## config.mk

```make
export PLATFORM = sky130hd
export DESIGN_NAME = reg_file_mp
export DESIGN_NICKNAME = d
export VERILOG_FILES = /design/src/rtl/reg_file_mp.sv
export SDC_FILE = /design/constraint.sdc
export NUM_CORES = 2
export LEC_CHECK = 0
export CAP_MARGIN = 20
export CORE_MARGIN = 3
export CORE_UTILIZATION = 43
export DETAILED_ROUTE_END_ITERATION = 10
export GPL_TIMING_DRIVEN = 1
export HOLD_SLACK_MARGIN = 0.06
export SETUP_SLACK_MARGIN = 0.15
export SLEW_MARGIN = 20
export SYNTH_ARGS = -nofsm -noshare
export SYNTH_HDL_FRONTEND = slang
export SYNTH_SLANG_ARGS = --single-unit
export TNS_END_PERCENT = 5
```

## constraint.sdc

```tcl
create_clock -name clk -period 47 [get_ports clk]
set_input_delay 11.75 -clock clk [delete_from_list [all_inputs] [get_ports clk]]
set_output_delay 11.75 -clock clk [all_outputs]
set_load 0.03 [all_outputs]
```

## src/rtl/reg_file_mp.sv

```systemverilog
// reg_file_mp: NRD-port registered-read register file with busy scoreboard.
// Define REG_FILE_BYPASS_EN for same-edge write/alloc-to-read forwarding.
module reg_file_mp #(
  parameter int XLEN  = 32,
  parameter int NREGS = 32,
  parameter int NRD   = 2,
  localparam int AW   = $clog2(NREGS)
) (
  input  logic              clk,
  input  logic              rst,
  input  logic [NRD*AW-1:0] rs_addr,
  output logic [NRD*XLEN-1:0] rs_data,
  output logic [NRD-1:0]    rs_busy,
  input  logic              we,
  input  logic [AW-1:0]     rd,
  input  logic [XLEN-1:0]   rd_v,
  input  logic              alloc,
  input  logic [AW-1:0]     alloc_rd,
  output logic [AW:0]       busy_cnt
);

  logic [XLEN-1:0]     regs [NREGS];
  logic [NREGS-1:0]    busy;
  logic [NREGS-1:0]    busy_nxt;
  logic                wr_hit;
  logic                al_hit;
  logic                cnt_inc;
  logic                cnt_dec;
  logic [NRD*XLEN-1:0] rdat_nxt;
  logic [NRD-1:0]      rbsy_nxt;

  // alloc is applied after the write so it wins on a collision
  always_comb begin
    wr_hit   = we && (rd != '0);
    al_hit   = alloc && (alloc_rd != '0);
    busy_nxt = busy;
    if (wr_hit)
      busy_nxt[rd] = 1'b0;
    if (al_hit)
      busy_nxt[alloc_rd] = 1'b1;
    cnt_inc = al_hit && !busy[alloc_rd];
    cnt_dec = wr_hit && busy[rd] &&
              !(al_hit && (alloc_rd == rd));
  end

  always_ff @(posedge clk or posedge rst) begin
    if (rst) begin
      for (int i = 0; i < NREGS; i++)
        regs[i] <= '0;
      busy     <= '0;
      busy_cnt <= '0;
    end else begin
      if (wr_hit)
        regs[rd] <= rd_v;
      busy <= busy_nxt;
      unique case ({cnt_inc, cnt_dec})
        2'b10:   busy_cnt <= busy_cnt + 1'b1;
        2'b01:   busy_cnt <= busy_cnt - 1'b1;
        default: busy_cnt <= busy_cnt;
      endcase
    end
  end

  for (genvar g = 0; g < NRD; g++) begin : g_rd
    logic [AW-1:0]   ra;
    logic [XLEN-1:0] d;
    logic            b;

    assign ra = rs_addr[g*AW +: AW];

    always_comb begin
      d = regs[ra];
      b = busy[ra];
`ifdef REG_FILE_BYPASS_EN
      if (wr_hit && (rd == ra))
        d = rd_v;
      b = busy_nxt[ra];
`endif
      if (ra == '0) begin
        d = '0;
        b = 1'b0;
      end
    end

    assign rdat_nxt[g*XLEN +: XLEN] = d;
    assign rbsy_nxt[g]              = b;
  end

  always_ff @(posedge clk or posedge rst) begin
    if (rst) begin
      rs_data <= '0;
      rs_busy <= '0;
    end else begin
      rs_data <= rdat_nxt;
      rs_busy <= rbsy_nxt;
    end
  end

endmodule

```

==> flow_metrics.py <==
metrics = {
    "run_status": {
        "outcome": "finished, final reports clean",
    },
    "logic_synthesis": {
        "yosysTopAreaCell": "dfrtp_1",
        "synthFlopType": "dfrtp_1",
        "yosys_warnings": 0,
        "syn-mean-instance-area_um2": 15.4,
        "synth_cell_types": 61,
        "async_reset_ff_share_pct": 100,
        "syn-num-nets": 3839,
        "synth_cells": 3777,
        "synth_area_um2": 58300,
        "synth-seq-cells": 1098,
        "synthTopCellsByArea": "dfrtp_1 (47%), mux2_2 (20%), mux4_2 (17%)",
        "synth-edff-count": 0,
        "synth_top_area_share_pct": 47.2,
        "ys_seq_area_share_pct": 47.2,
    },
    "critical_path": {
        "cp_max_fo": 112,
        "critPathBufInv": 4,
        "required_ps": 47560,
        "cp.arrival_ps": 15920,
        "critical_path.top_delay_family": "buffers and inverters",
        "endpoint_kind": "flop",
        "path_class": "primary input to flop",
        "cp_slowest_cell": "buf_4",
        "crit_top_cell": "buf_4",
        "crit_path_cell_trace": "buf_8 > buf_4 > buf_12 > buf_4 > mux4_2 > mux2_2 > o22ai_1 > a221oi_1",
        "max_stage_delay_ps": 850,
        "start_kind": "primary input",
    },
    "power_and_ir_drop": {
        "power_mw": 2.88,
        "powerDensity_nw_per_um2": 44.7,
        "peakVddDrop_mv": 0.0318,
        "power.leakage_nw": 27.8,
    },
    "placed_design": {
        "io_buffers": 127,
        "gp_congestion": 0.869,
        "placed_cells": 5340,
        "dp_hpwl_mm": 97.3,
        "pre_cts_slack_ps": 30930,
    },
    "sta": {
        "fin_tns_setup_ps": 0,
        "slew_headroom_pct": 24.0,
        "clock.fmax_mhz": 65.1,
        "min_period_ps": 15360,
        "worst_slack_ps": 31640,
        "setup_viol": 0,
        "maxSlewViolCount": 0,
        "rsz0062_at_grt": "false",
        "finClkSkew_ps": 17.7,
        "fin_crit_sh_pct": 32.7,
        "worst_pin_slew_ps": 1140,
        "timing.final.hold_violations": 0,
    },
    "clock_tree": {
        "cts_resized": 0,
        "cts_htree_levels": 3,
        "cts-buffers-inserted": 121,
        "clock_path_buffers": 3,
        "cts_tree": "yes",
        "hold_buffers": 0,
        "path_clk_slew_ps": 60,
        "cts_root_buf": "clkbuf_16",
        "insertion_delay_ps": 720,
        "cts_sinks": 1098,
        "cts_setup_buffers": 0,
    },
    "finish": {
        "area_growth_pct": 10.8,
        "final_nets": 3758,
        "instances_no_fill": 5570,
        "drive_gt1_share_pct": 48.6,
    },
    "global_routing": {
        "grt_pass1_vias": 37164,
        "grt_first_pass_wirelength_mm": 261,
        "grtUsageTotal_pct": 25.2,
        "grt_overflow": 0,
        "grt_max_degree": 116,
        "antenna_found_initial": 14,
    },
    "route": {
        "route.antenna.remaining_nets": 0,
        "vias": 35482,
        "dr.pass1.iters": 5,
        "drc": 0,
        "avgRoutedWirePerCell_um": 31.7,
        "drt_wl_total_mm": 176,
        "routed_via_density": 6.37,
        "drtIter0Drc": 2750,
    },
    "run": {
        "max_cap_violations": 0,
    },
    "floorplan": {
        "core_um2": 134000,
        "die_x_um": 374,
        "die_area_um2": 140000,
        "initial_core_util_pct": 43.5,
        "dieHeight_um": 374,
        "io_pins": 128,
        "rows": 134,
    },
    "hold_path": {
        "hp-class": "flop to flop",
    },
}
kinds of logic after synthesis:
family	count (synthesis)	share of synthesized area, %
AOI/OAI and AO/OA	328	4.19
xor gates and xnor gates	9	0.135
adders and majority gates	6	0.142
buffers and inverters	477	4.36
DFF	1098	47.2
muxes	1723	42.7
and+or+nand+nor	136	1.26
per-stage QoR:
stage               utilization, %  area [um^2]  hold slack (ps)
finish                        48.2        64600              377
global route                  48.2        64500              391
CTS                           48.2        64600              378
detailed placement            45.0        60300              365
global placement              45.0        60300              363
floorplan                        -        58300              425
power breakdown:
part           internal (mW)  switching (mW)  leakage, nW
clock network          0.619           0.397         2.12
logic                  0.352           0.243         11.7
registers               1.13           0.141         14.0
cell usage after synthesis (4+ instances only):
cell,n
a31oi_1,4
clkbuf_1,144
buf_6,38
mux2i_1,137
o21ai_0,39
nor3_1,4
a21oi_1,63
o22ai_1,55
nor2_1,19
nor2b_1,13
buf_2,160
and2_1,4
nand2_2,4
dfrtp_1,1098
buf_4,45
a221oi_1,91
a211oi_1,29
mux2_1,60
inv_1,55
buf_12,5
nand2_1,42
mux4_2,442
nand2b_1,7
buf_1,15
a221oi_2,22
a22oi_1,5
mux4_1,46
ha_1,5
nor2_2,5
xor2_1,6
nand3_1,9
a22o_1,9
mux2_2,1038
clkinv_1,13
placed cells by master (no fill, tap or decap), types with 12 or more instances in the layout:
cell | netlist | layout
clkdlybuf4s50_1 | 0 | 110
o21ai_0 | 39 | 39
dfrtp_1 | 1098 | 1098
mux2_2 | 1038 | 1038
o22ai_1 | 55 | 55
bufinv_16 | 0 | 15
a221oi_1 | 91 | 91
mux4_2 | 442 | 442
nor2_4 | 0 | 12
nand2_1 | 42 | 31
a221oi_2 | 22 | 22
a211oi_1 | 29 | 29
a21oi_1 | 63 | 63
mux2_1 | 60 | 60
mux2i_1 | 137 | 137
clkbuf_1 | 144 | 26
inv_1 | 55 | 54
nor2_1 | 19 | 12
clkbuf_8 | 0 | 32
buf_4 | 45 | 77
clkbuf_16 | 0 | 126
mux4_1 | 46 | 46
clkinv_1 | 13 | 13
clkinv_2 | 0 | 22
state kept, by name (all words and copies together), names as in the netlist:
| register | count |
|---|---|
| busy_cnt | 6 |
| regs | 994 |
| busy | 32 |
| rs_busy | 2 |
| rs_data | 64 |
layer usage:
metal  global-route usage (%)  share of wire (%)  vias to the layer above
met5                        0              0.047                        -
met4                     9.97                4.0                       12
met3                     5.22                6.6                      330
met2                     40.4                 48                     1196
met1                     33.9                 42                    19411
li1                         -                  -                    14533
final cells by class:
class / count / area [um^2]
Fill cell: 11494 / 69400
Multi-Input combinational cell: 2202 / 28400
Sequential cell: 1098 / 27500
Clock buffer: 184 / 3690
Tap cell: 1768 / 2210
Timing Repair Buffer: 205 / 1850
Clock inverter: 41 / 601
Inverter: 68 / 263
Antenna cell: 4 / 10.0
worst reg2reg max path, delay by kind of cell (launching register included):
kind	cells	cell delay, ps
AO/OA/AOI/OAI	3	740
XOR/XNOR	1	150
adder cells (fa/ha/maj)	2	650
flip-flops	1	450
multiplexers	1	490
AND/OR/NAND/NOR	1	630
path summary, 6_finish.rpt:
kind,slack (ps),start,cells after the start,to
worst min register to register,380,regs[1001]$_DFFE_PP0P_,0,regs[1001]$_DFFE_PP0P_
max in group asynchronous,32120,rst,5,regs[315]$_DFFE_PP0P_
worst min-delay path,380,regs[1001]$_DFFE_PP0P_,0,regs[1001]$_DFFE_PP0P_
worst max register to register,43810,busy[7]$_DFF_PP0_,8,busy_cnt[5]$_DFFE_PP0P_
worst max-delay path,31640,rs_addr[6],8,rs_data[44]$_DFF_PP0_
min in group asynchronous,11610,rst,2,rs_busy[0]$_DFF_PP0_
Power figures use the tool's default switching activity.
